### src/rtl/alu_seq_pkg.sv
// Shared types and constants for the handshaked sequential ALU.
package alu_seq_pkg;

    typedef enum logic [2:0] {
        CMD_RXOR  = 3'b000,
        CMD_SHIFT = 3'b001,
        CMD_PASS  = 3'b010,
        CMD_XOR   = 3'b011,
        CMD_SET   = 3'b100,
        CMD_AND   = 3'b101,
        CMD_SUB   = 3'b110,
        CMD_MUL   = 3'b111
    } alu_cmd_e;

    typedef enum logic [1:0] {
        SH_SHL = 2'b00,
        SH_SHR = 2'b01,
        SH_RCL = 2'b10,
        SH_RCR = 2'b11
    } shift_mode_e;

    typedef enum logic [1:0] {
        ST_IDLE,
        ST_BUSY,
        ST_DONE
    } alu_state_e;

    // req_mode bit selecting carry-in for SUB
    localparam int unsigned SUB_USE_CARRY = 0;

endpackage

### src/rtl/alu_seq_if.sv
// Request/response channel of alu_seq plus the architectural carry controls.
interface alu_seq_if #(
    parameter int unsigned WIDTH = 8
) ();
    logic             req_valid;
    logic             req_ready;
    logic [2:0]       req_cmd;
    logic [1:0]       req_mode;
    logic [WIDTH-1:0] req_a;
    logic [WIDTH-1:0] req_b;
    logic [3:0]       req_imm;
    logic             carry_clr;
    logic             rsp_valid;
    logic             rsp_ready;
    logic [WIDTH-1:0] rsp_rslt;
    logic [WIDTH-1:0] rsp_hi;
    logic             rsp_carry;
    logic             rsp_zero;
    logic             rsp_pari;
    logic             rsp_err;
    logic             carry_q;

    modport master (
        output req_valid, req_cmd, req_mode, req_a, req_b, req_imm, carry_clr, rsp_ready,
        input  req_ready, rsp_valid, rsp_rslt, rsp_hi, rsp_carry, rsp_zero, rsp_pari,
               rsp_err, carry_q
    );

    modport slave (
        input  req_valid, req_cmd, req_mode, req_a, req_b, req_imm, carry_clr, rsp_ready,
        output req_ready, rsp_valid, rsp_rslt, rsp_hi, rsp_carry, rsp_zero, rsp_pari,
               rsp_err, carry_q
    );

endinterface

### src/rtl/alu_seq_mul.sv
// Unsigned shift-add multiplier: one partial product per cycle, WIDTH cycles per start.
module alu_seq_mul #(
    parameter int unsigned WIDTH = 8
) (
    input  logic             clk,
    input  logic             rst_n,
    input  logic             i_start,
    input  logic [WIDTH-1:0] i_a,
    input  logic [WIDTH-1:0] i_b,
    output logic             o_done,
    output logic [WIDTH-1:0] o_hi,
    output logic [WIDTH-1:0] o_lo
);

    localparam int unsigned CW = $clog2(WIDTH + 1);

    logic [WIDTH-1:0] r_acc;
    logic [WIDTH-1:0] r_mcand;
    logic [WIDTH-1:0] r_mplier;
    logic [CW-1:0]    r_cnt;

    logic [WIDTH:0]   w_sum;
    logic [WIDTH-1:0] w_acc_nxt;
    logic [WIDTH-1:0] w_mplier_nxt;

    // Outputs show the product after the current step, so done lines up with the last step.
    always_comb begin
        w_sum = {1'b0, r_acc} + (r_mplier[0] ? {1'b0, r_mcand} : '0);
        {w_acc_nxt, w_mplier_nxt} = {w_sum, r_mplier[WIDTH-1:1]};
    end

    always_ff @(posedge clk or negedge rst_n) begin
        if (!rst_n) begin
            r_acc    <= '0;
            r_mcand  <= '0;
            r_mplier <= '0;
            r_cnt    <= '0;
        end else if (i_start) begin
            r_acc    <= '0;
            r_mcand  <= i_a;
            r_mplier <= i_b;
            r_cnt    <= CW'(WIDTH);
        end else if (r_cnt != '0) begin
            r_acc    <= w_acc_nxt;
            r_mplier <= w_mplier_nxt;
            r_cnt    <= r_cnt - CW'(1);
        end
    end

    assign o_done = (r_cnt == CW'(1));
    assign o_hi   = w_acc_nxt;
    assign o_lo   = w_mplier_nxt;

endmodule

### src/rtl/alu_seq.sv
// Handshaked sequential ALU with architectural carry and iterative shifts.
// Define ALU_SEQ_MUL_EN to make cmd 111 a shift-add multiply; otherwise it reports rsp_err.
module alu_seq
    import alu_seq_pkg::*;
#(
    parameter int unsigned WIDTH = 8,
    parameter int unsigned SHW   = $clog2(WIDTH)
) (
    input  logic     clk,
    input  logic     rst_n,
    alu_seq_if.slave bus
);

`ifdef ALU_SEQ_MUL_EN
    localparam bit MUL_EN = 1'b1;
`else
    localparam bit MUL_EN = 1'b0;
`endif

    alu_state_e       r_state;
    alu_cmd_e         r_cmd;
    shift_mode_e      r_mode;
    logic [SHW-1:0]   r_cnt;
    logic [WIDTH-1:0] r_sh;
    logic             r_c;
    logic             r_carry_q;
    logic [WIDTH-1:0] r_rslt;
    logic [WIDTH-1:0] r_hi;
    logic             r_carry;
    logic             r_zero;
    logic             r_pari;
    logic             r_err;

    alu_cmd_e         w_cmd;
    shift_mode_e      w_mode;
    logic             w_accept;
    logic             w_cin;
    logic             w_long;
    logic [SHW-1:0]   w_amt;
    logic [WIDTH:0]   w_sub;
    logic [WIDTH-1:0] w_s_rslt;
    logic             w_s_carry;
    logic             w_s_err;
    logic             w_s_upd;
    logic [WIDTH-1:0] w_sh_nxt;
    logic             w_c_nxt;
    logic             w_mul_done;
    logic [WIDTH-1:0] w_mul_hi;
    logic [WIDTH-1:0] w_mul_lo;
    logic             w_fin;
    logic [WIDTH-1:0] w_fin_rslt;
    logic [WIDTH-1:0] w_fin_hi;
    logic             w_fin_carry;
    logic             w_fin_err;
    logic             w_fin_upd;

    assign w_cmd    = alu_cmd_e'(bus.req_cmd);
    assign w_mode   = shift_mode_e'(bus.req_mode);
    assign w_accept = bus.req_valid && (r_state == ST_IDLE);
    // A clear coinciding with accept must already be visible to the accepted op.
    assign w_cin    = bus.carry_clr ? 1'b0 : r_carry_q;
    assign w_long   = ((w_cmd == CMD_SHIFT) && (w_amt != '0)) || ((w_cmd == CMD_MUL) && MUL_EN);
    assign w_sub    = {1'b0, bus.req_a} - {1'b0, bus.req_b}
                    + {{WIDTH{1'b0}}, bus.req_mode[SUB_USE_CARRY] & w_cin};

    always_comb begin
        w_amt = '0;
        for (int unsigned i = 0; i < SHW; i++) begin
            if (i < 4) w_amt[i] = bus.req_imm[i];
        end
    end

    always_comb begin
        w_s_rslt  = bus.req_a;
        w_s_carry = 1'b0;
        w_s_err   = 1'b0;
        w_s_upd   = 1'b0;
        case (w_cmd)
            CMD_RXOR:  begin w_s_rslt = '0; w_s_rslt[0] = ^bus.req_a; end
            CMD_SHIFT: begin w_s_carry = w_cin; w_s_upd = 1'b1; end
            CMD_PASS:  ;
            CMD_XOR:   w_s_rslt = bus.req_a ^ bus.req_b;
            CMD_SET:   w_s_rslt[3:0] = bus.req_imm;
            CMD_AND:   w_s_rslt = bus.req_a & bus.req_b;
            CMD_SUB:   begin w_s_rslt = w_sub[WIDTH-1:0]; w_s_carry = w_sub[WIDTH]; w_s_upd = 1'b1; end
            CMD_MUL:   w_s_err = 1'b1;
            default:   ;
        endcase
    end

    always_comb begin
        w_sh_nxt = r_sh;
        w_c_nxt  = r_c;
        case (r_mode)
            SH_SHL: begin w_c_nxt = r_sh[WIDTH-1]; w_sh_nxt = r_sh << 1; end
            SH_SHR: begin w_c_nxt = r_sh[0];       w_sh_nxt = r_sh >> 1; end
            SH_RCL: begin w_c_nxt = r_sh[WIDTH-1]; w_sh_nxt = {r_sh[WIDTH-2:0], r_c}; end
            SH_RCR: begin w_c_nxt = r_sh[0];       w_sh_nxt = {r_c, r_sh[WIDTH-1:1]}; end
            default: ;
        endcase
    end

`ifdef ALU_SEQ_MUL_EN
    alu_seq_mul #(.WIDTH(WIDTH)) u_mul (
        .clk     (clk),
        .rst_n   (rst_n),
        .i_start (w_accept && (w_cmd == CMD_MUL)),
        .i_a     (bus.req_a),
        .i_b     (bus.req_b),
        .o_done  (w_mul_done),
        .o_hi    (w_mul_hi),
        .o_lo    (w_mul_lo)
    );
`else
    assign w_mul_done = 1'b0;
    assign w_mul_hi   = '0;
    assign w_mul_lo   = '0;
`endif

    // Single completion path: single-cycle ops finish from IDLE, iterative ops from BUSY.
    always_comb begin
        w_fin       = 1'b0;
        w_fin_rslt  = w_s_rslt;
        w_fin_hi    = '0;
        w_fin_carry = w_s_carry;
        w_fin_err   = w_s_err;
        w_fin_upd   = w_s_upd;
        case (r_state)
            ST_IDLE: w_fin = w_accept && !w_long;
            ST_BUSY: begin
                w_fin_err = 1'b0;
                w_fin_upd = 1'b1;
                if (r_cmd == CMD_MUL) begin
                    w_fin       = w_mul_done;
                    w_fin_rslt  = w_mul_lo;
                    w_fin_hi    = w_mul_hi;
                    w_fin_carry = |w_mul_hi;
                end else begin
                    w_fin       = (r_cnt == SHW'(1));
                    w_fin_rslt  = w_sh_nxt;
                    w_fin_carry = w_c_nxt;
                end
            end
            default: ;
        endcase
    end

    always_ff @(posedge clk or negedge rst_n) begin
        if (!rst_n) begin
            r_state   <= ST_IDLE;
            r_cmd     <= CMD_RXOR;
            r_mode    <= SH_SHL;
            r_cnt     <= '0;
            r_sh      <= '0;
            r_c       <= 1'b0;
            r_carry_q <= 1'b0;
            r_rslt    <= '0;
            r_hi      <= '0;
            r_carry   <= 1'b0;
            r_zero    <= 1'b0;
            r_pari    <= 1'b0;
            r_err     <= 1'b0;
        end else begin
            if ((r_state == ST_IDLE) && bus.carry_clr) r_carry_q <= 1'b0;
            if (w_accept) begin
                r_cmd  <= w_cmd;
                r_mode <= w_mode;
                r_sh   <= bus.req_a;
                r_c    <= w_cin;
                r_cnt  <= w_amt;
            end
            if (r_state == ST_BUSY) begin
                r_sh  <= w_sh_nxt;
                r_c   <= w_c_nxt;
                r_cnt <= r_cnt - SHW'(1);
            end
            if (w_fin) begin
                r_rslt  <= w_fin_rslt;
                r_hi    <= w_fin_hi;
                r_carry <= w_fin_carry;
                r_err   <= w_fin_err;
                r_zero  <= (w_fin_rslt == '0);
                r_pari  <= ^w_fin_rslt;
                if (w_fin_upd) r_carry_q <= w_fin_carry;
            end
            case (r_state)
                ST_IDLE: if (w_accept) r_state <= w_long ? ST_BUSY : ST_DONE;
                ST_BUSY: if (w_fin) r_state <= ST_DONE;
                ST_DONE: if (bus.rsp_ready) r_state <= ST_IDLE;
                default: r_state <= ST_IDLE;
            endcase
        end
    end

    assign bus.req_ready = (r_state == ST_IDLE);
    assign bus.rsp_valid = (r_state == ST_DONE);
    assign bus.rsp_rslt  = r_rslt;
    assign bus.rsp_hi    = r_hi;
    assign bus.rsp_carry = r_carry;
    assign bus.rsp_zero  = r_zero;
    assign bus.rsp_pari  = r_pari;
    assign bus.rsp_err   = r_err;
    assign bus.carry_q   = r_carry_q;

endmodule
### src/flat_wrapper.sv
// flat-port wrapper written by rule: the top's interface ports become plain ports
module alu_seq_flat import alu_seq_pkg::*;
#(
    parameter int unsigned WIDTH = 8,
    parameter int unsigned SHW   = $clog2(WIDTH)
)
  (clk, rst_n, bus_req_valid, bus_req_cmd, bus_req_mode, bus_req_a, bus_req_b, bus_req_imm, bus_carry_clr, bus_rsp_ready, bus_req_ready, bus_rsp_valid, bus_rsp_rslt, bus_rsp_hi, bus_rsp_carry, bus_rsp_zero, bus_rsp_pari, bus_rsp_err, bus_carry_q);
  alu_seq_if #(.WIDTH(WIDTH)) bus_i ();
  input  logic clk;
  input  logic rst_n;
  input wire logic [$bits(bus_i.req_valid)-1:0] bus_req_valid;
  input wire logic [$bits(bus_i.req_cmd)-1:0] bus_req_cmd;
  input wire logic [$bits(bus_i.req_mode)-1:0] bus_req_mode;
  input wire logic [$bits(bus_i.req_a)-1:0] bus_req_a;
  input wire logic [$bits(bus_i.req_b)-1:0] bus_req_b;
  input wire logic [$bits(bus_i.req_imm)-1:0] bus_req_imm;
  input wire logic [$bits(bus_i.carry_clr)-1:0] bus_carry_clr;
  input wire logic [$bits(bus_i.rsp_ready)-1:0] bus_rsp_ready;
  output wire logic [$bits(bus_i.req_ready)-1:0] bus_req_ready;
  output wire logic [$bits(bus_i.rsp_valid)-1:0] bus_rsp_valid;
  output wire logic [$bits(bus_i.rsp_rslt)-1:0] bus_rsp_rslt;
  output wire logic [$bits(bus_i.rsp_hi)-1:0] bus_rsp_hi;
  output wire logic [$bits(bus_i.rsp_carry)-1:0] bus_rsp_carry;
  output wire logic [$bits(bus_i.rsp_zero)-1:0] bus_rsp_zero;
  output wire logic [$bits(bus_i.rsp_pari)-1:0] bus_rsp_pari;
  output wire logic [$bits(bus_i.rsp_err)-1:0] bus_rsp_err;
  output wire logic [$bits(bus_i.carry_q)-1:0] bus_carry_q;
  assign bus_i.req_valid = bus_req_valid;
  assign bus_i.req_cmd = bus_req_cmd;
  assign bus_i.req_mode = bus_req_mode;
  assign bus_i.req_a = bus_req_a;
  assign bus_i.req_b = bus_req_b;
  assign bus_i.req_imm = bus_req_imm;
  assign bus_i.carry_clr = bus_carry_clr;
  assign bus_i.rsp_ready = bus_rsp_ready;
  assign bus_req_ready = bus_i.req_ready;
  assign bus_rsp_valid = bus_i.rsp_valid;
  assign bus_rsp_rslt = bus_i.rsp_rslt;
  assign bus_rsp_hi = bus_i.rsp_hi;
  assign bus_rsp_carry = bus_i.rsp_carry;
  assign bus_rsp_zero = bus_i.rsp_zero;
  assign bus_rsp_pari = bus_i.rsp_pari;
  assign bus_rsp_err = bus_i.rsp_err;
  assign bus_carry_q = bus_i.carry_q;
  alu_seq #(.WIDTH(WIDTH), .SHW(SHW)) u_core (.clk(clk), .rst_n(rst_n), .bus(bus_i));
endmodule
### config.mk
export PLATFORM = sky130hd
export DESIGN_NAME = alu_seq_flat
export DESIGN_NICKNAME = d
export VERILOG_FILES = /design/src/rtl/alu_seq_pkg.sv /design/src/rtl/alu_seq_if.sv /design/src/rtl/alu_seq_mul.sv /design/src/rtl/alu_seq.sv /design/src/flat_wrapper.sv
export SDC_FILE = /design/constraint.sdc
export NUM_CORES = 1
export LEC_CHECK = 0
export CAP_MARGIN = 30
export CORE_UTILIZATION = 54
export CTS_CLUSTER_DIAMETER = 50
export DETAILED_ROUTE_END_ITERATION = 16
export MAX_ROUTING_LAYER = met4
export PLACE_DENSITY = 0.82
export SYNTH_ARGS = -nofsm -noshare
export SYNTH_HDL_FRONTEND = slang
export SYNTH_SLANG_ARGS = --single-unit
### constraint.sdc
create_clock -name clk -period 4.1 [get_ports clk]
set_clock_uncertainty 0.2 [all_clocks]
set_input_delay 1.025 -clock clk [delete_from_list [all_inputs] [get_ports clk]]
set_output_delay 1.025 -clock clk [all_outputs]
set_load 0.02 [all_outputs]
==> impl_metrics.toml, run 1 <==
[timing]
slew_violations = 0
fmax_ghz = 0.252
setup_tns_ns = 0
worstMarginPinSlew_ns = 0.663
hold_viol = 0
setup_viol = 0
setup_slack_ns = 0.125
max_slew_margin_pct = 55.4
final.period_utilization_pct = 97.0
period_needed_ns = 3.98

[cts]
cts_tree = "built"
clock-sinks = 32
htree_levels = 2
cts_max_path_buffers = 2
root_buffer = "clkbuf_8"
path_clk_slew_ns = 0.07
numCtsBuffers = 5
worstSkewPairLatency_ns = 0.28
postCtsHoldBufs = 0

[setup_path]
cp-start-kind = "primary input"
critPathTopFamily = "adder cells"
crit_required_ns = 4.06
worstSetupEndpointType = "flop"
crit_chain = "clkdlybuf4s50_1, nand2_1, ha_1, inv_1, ha_2, fa_2, mux2i_1, a211o_1, a31o_2, ha_4, xnor2_2, xnor2_1, o21ai_0"
cp_max_fo = 2
critPathSlowestCell = "fa_2"
critPathKind = "primary input to flop"
critPathBufInv = 2
cp.arrival_ns = 3.94
cp_num_cells = 13
crit_path_max_incr_delay_ns = 0.53
r2r_cells = 13

[layout]
seq_area_sq_um = 801
fill_cells = 392
most-common-layout-cells = "nand2_1 (59), buf_4 (46), clkdlybuf4s50_1 (43), dfrtp_1 (32), ha_1 (26)"
drive_gt1_share_pct = 20.0
instances_no_fill = 499
nNetsFinal = 489
antenna_cells = 0
layout_commonest_cell = "nand2_1"
syn2layout_area_growth_pct = 31.1
multi_input_area_sq_mm = 0.00203

[routing]
drt_first_pass_iters = 5
wl_um = 8340
ant_nets = 0
first_iter_violations = 337
via_count = 2929
drc = 0
detail_route.wl_per_cell_um = 16.7
vias_per_cell = 5.87

[logic_synthesis]
syn_area_sq_mm = 0.00295
ys_types = 61
synth-edff-count = 0
syn_inst = 350
synth_seq_area_share_pct = 27.2
yosysWarnings = 0
async_flop_share_pct = 100
avgSynthCellArea_sq_um = 8.43
synthFlopType = "dfrtp_1"
yosys_register_bits = 32

[grt]
grt_start_max_net_pins = 33
grt_first_pass_wirelength_um = 13400
grt_overflow = 0
grt_pass1_vias = 2717
globalRouteTotalUtil_pct = 29.8
grt_antenna_before_repair = 0

[placement]
place_ws_ns = -0.290
hpwlAfterDp_um = 6170
globalplace.congestion = 0.952
port_buffers = 44
dp.cells = 488

[power_and_ir_drop]
p_leak_nw = 1.78
p_sw_mw = 0.706
vdd_drop_max_mv = 0.319
power.density_mw_per_mm2 = 464
sequentialPowerShare_pct = 30.9
p_int_mw = 1.09
p_clk_share_pct = 16.6
switching_share_pct = 39.4
combPwrFrac_pct = 52.5

[status]
status = "finished, final reports clean"

[floorplanning]
initial_core_util_pct = 57.0
die_area_sq_mm = 0.00576
fp.coreArea_sq_mm = 0.00517
die_x_um = 75.9
io_pins = 53
placementRows = 26
die_h_um = 75.9

[run]
maxCapViolCount = 0

[worst_hold_path]
min_path_cells = 2
hold_class = "flop to flop"
## worst min-delay path, stage by stage (launching register included)
cell and delay (ns):
dfrtp_1 0.34, nand2_1 0.05, nand2_1 0.05
## through the flow
step	power, mW	hold WS (ns)	area [sq um]	utilization (%)
after floorplan	1.12	0.260	2980	-
after global placement	1.41	0.261	3650	70.7
after detailed placement	1.43	0.263	3650	70.7
after CTS	1.73	0.280	3760	72.8
after global routing	1.91	0.300	3870	74.8
final	1.79	0.276	3870	74.8
## power by group through the flow
stage                     clock network (mW)  logic, mW  registers, mW
after floorplan                            0      0.541          0.579
after global placement                     0      0.856          0.552
after detailed placement                   0      0.873          0.557
after CTS                              0.298      0.880          0.551
after global routing                   0.316       1.02          0.571
final                                  0.298      0.942          0.554
## sequential cells by signal, summed over array words and instances, names as in the netlist
signal	flops
u_core.bus.rsp_rslt	8
u_core.r_c	1
u_core.r_state	2
u_core.bus.rsp_err	1
u_core.bus.rsp_pari	1
u_core.r_mode	2
u_core.r_cnt	3
u_core.bus.carry_q	1
u_core.r_cmd	3
u_core.bus.rsp_carry	1
u_core.r_sh	8
u_core.bus.rsp_zero	1
## synth_stat cells (3+ instances only)
cell       number  area share (%)
nand2_1        59             7.5
dfrtp_1        32              27
ha_1           30              13
a21oi_1        25             4.2
o21ai_0        18             3.1
inv_1          15             1.9
nor2_1         12             1.5
xnor2_1        12             3.6
and3_1         11             2.3
buf_4           9             2.3
mux2i_1         9             3.1
nor2b_1         8             1.7
nand3_1         7             1.2
a31oi_1         6             1.3
buf_2           6             1.0
clkbuf_1        6            0.76
o31ai_1         6             1.5
mux2_2          5             1.9
nor3_1          5            0.85
nand3b_1        4             1.0
o2bb2ai_1       4             1.2
a211oi_1        3            0.76
a21o_1          3            0.76
a31o_2          3            0.89
nand2b_1        3            0.64
o21ai_1         3            0.51
o21ai_2         3            0.89
## area by class of cell
type | instances | share of cell area (%)
Clock inverter | 2 | 0.906
Inverter | 15 | 1.46
Clock buffer | 6 | 1.88
Multi-Input combinational cell | 284 | 52.4
Sequential cell | 32 | 20.7
Timing Repair Buffer | 90 | 20.4
Tap cell | 70 | 2.26
## routing by layer
layer	global-route usage [%]	wire length, um
met5	-	0
met4	9.04	193
met2	47.1	4050
met3	3.98	495
met1	39.9	3600
## path summary, 6_finish.rpt
| path | start | endpoint | slack [ns] |
|---|---|---|---|
| min in group asynchronous | rst_n | u_core.bus.rsp_rslt[1] | 0.97 |
| hold reg to reg | u_core.bus.rsp_carry | u_core.bus.rsp_carry | 0.28 |
| setup reg to reg | u_core.bus.carry_q | u_core.bus.rsp_pari | 0.79 |
| max in group asynchronous | rst_n | u_core.r_sh[0] | 2.43 |
| setup / recovery | bus_req_mode[0] | u_core.bus.rsp_pari | 0.12 |
| hold / removal | u_core.bus.rsp_carry | u_core.bus.rsp_carry | 0.28 |
## logic make-up (layout without fill, tap and decap cells)
kind of cell             Yosys count  after routing  share of synthesized area, %
AND/OR/NAND/NOR                  127            127                          21.5
XOR/XNOR                          14             14                          4.62
other                              1              8                         0.127
flip-flops                        32             32                          27.2
buffers and inverters             41            113                          7.89
multiplexers                      15             15                          5.47
AO/OA/AOI/OAI                     89             89                          19.8
adder cells (fa/ha/maj)           31             31                          13.4
## timing repair
item                                    CTS  global route
pin swaps                                 0             5
setup buffers                             0             3
resized for setup                         1            14
endpoints found under the setup margin    1             1
Note: power is estimated with default switching activity, not from simulation.
==> inputs of run 2 (changes only) <==
--- a/config.mk
+++ b/config.mk
@@ -11,6 +11,7 @@
 export DETAILED_ROUTE_END_ITERATION = 16
 export MAX_ROUTING_LAYER = met4
 export PLACE_DENSITY = 0.82
+export SLEW_MARGIN = 20
 export SYNTH_ARGS = -nofsm -noshare
 export SYNTH_HDL_FRONTEND = slang
 export SYNTH_SLANG_ARGS = --single-unit
==> results of run 2 <==
The final DEF is identical to that of run 1; final timing and power are the same.
==> patch: new RTL, flow settings as in run 1 <==
Reset style: synchronous (`rst_n`), changed in one clocked block.
--- a/src/rtl/alu_seq.sv
+++ b/src/rtl/alu_seq.sv
@@ -147,3 +147,3 @@
 
-    always_ff @(posedge clk or negedge rst_n) begin
+    always_ff @(posedge clk) begin
         if (!rst_n) begin
Behaviour: differs if rst_n is asserted again (counterexample within 4 cycles, from zero or initial values and one cycle with rst_n low); with rst_n held inactive, the same outputs for 10 cycles.
==> patch against run 1 <==
Highest routed layer unchanged; wire length is 1.4% higher; clock power is 14% lower; setup slack worse by 85 ps; area after synthesis is 4.8% lower; total power is 39% lower; largest power group unchanged; sequential cell count stayed put; critical endpoint is now u_core.bus.rsp_pari; largest cell class unchanged; combinational power is 49% lower; design area is 3.6% lower; critical path type unchanged.
==> patch: results (changes against run 1) <==
pwr:
  p_clk_share_pct: 23.4  # was 16.6%
  pg_comb_uw: 482  # was 942 µW
  power.share.combinational_pct: 44.0  # was 52.5%
  switching_share_pct: 35.40  # was 39.36%
route:
  wl_met1_um: 3667  # was 3599 µm
  dr.pass1.iters: 6  # was 5
  wl_um: 8454  # was 8335 µm
  wl_met3_um: 713  # was 495 µm
  routed_via_density: 6.036  # was 5.870
  met2WireLength_um: 3884  # was 4047 µm
  drt_iter0_drc: 377  # was 337
logic_synthesis:
  avgSynthCellArea_um2: 7.696  # was 8.426 µm²
  synthXorXnorAreaFrac_pct: 4.677  # was 4.625%
  muxShareOfSynthArea_pct: 3.920  # was 5.473%
  synthArstFlopShare_pct: 0  # was 100.0%
  synthTopCellsByArea: "dfxtp_1 (23%), ha_1 (13%), nand2_1 (6.3%)"  # was dfrtp_1 (27%), ha_1 (13%), nand2_1 (7.5%)
  synthFlopType: "dfxtp_1"  # was dfrtp_1
grt:
  grt_pass1_wl_um: 13080  # was 13,370 µm
  grt.total_usage_pct: 31.86  # was 29.82%
  gr-usage-met2_pct: 49.70  # was 47.09%
cts:
  cts_resized: 11  # was 1
  cts_setup_buffers: 2  # was 0
place:
  gp_congestion: 0.9564  # was 0.9523
  dp_cells: 489  # was 488
  post-place-ws_ps: -471.9  # was -290.4 ps
cells_and_area:
  fin_nets: 495  # was 489
  multiInputGateArea_mm2: 0.002116  # was 0.002027 mm²
  layout.nonclk_buf_share_pct: 20.03  # was 20.38%
  signal_buffers: 84  # was 90
  clock_tree_area_fraction_pct: 2.483  # was 2.782%
  fillers: 352  # was 392
  register_area_um2: 640.6  # was 800.8 µm²
  layout-drive-gt1-share_pct: 18.39  # was 20.05%
outcome:
  status: "finished clean"  # unchanged
worst_setup_path:
  critical_path_arrival_ps: 4060  # was 3940 ps
  rr_worst_depth: 16  # was 13
sta:
  tightest_slew_ps: 800.1  # was 663.4 ps
-- patch: changes by cell type after synthesis, sizes merged, moves of 4 or more --
cell	change
dfrtp	-32
dfxtp	+32
mux2	-6
nand3	-4
a211oi	+13
nor3	+5
clkbuf	+4
nor3b	+4
nor2	+14
a21oi	+9
o2bb2ai	-4
nand2	-11
-- patch: critical path, stage by stage --
cell	delay (ps)
clkdlybuf4s50_1	540
ha_4	240
ha_4	250
a211oi_4	240
nor2_2	80
o41ai_2	360
mux2i_1	300
a21oi_2	110
nor2_1	140
ha_1	270
xnor2_2	150
xnor2_1	130
a211oi_1	210
-- patch: path summary, 6_finish.rpt --
check / slack, ps / end / start
worst max-delay path: 40 / u_core.bus.rsp_pari / bus_req_a[1]
worst min-delay path: 250 / u_core.r_cmd[0] / u_core.r_cmd[0]
worst max register to register: 510 / u_core.bus.rsp_pari / u_core.bus.carry_q
worst min register to register: 250 / u_core.r_cmd[0] / u_core.r_cmd[0]
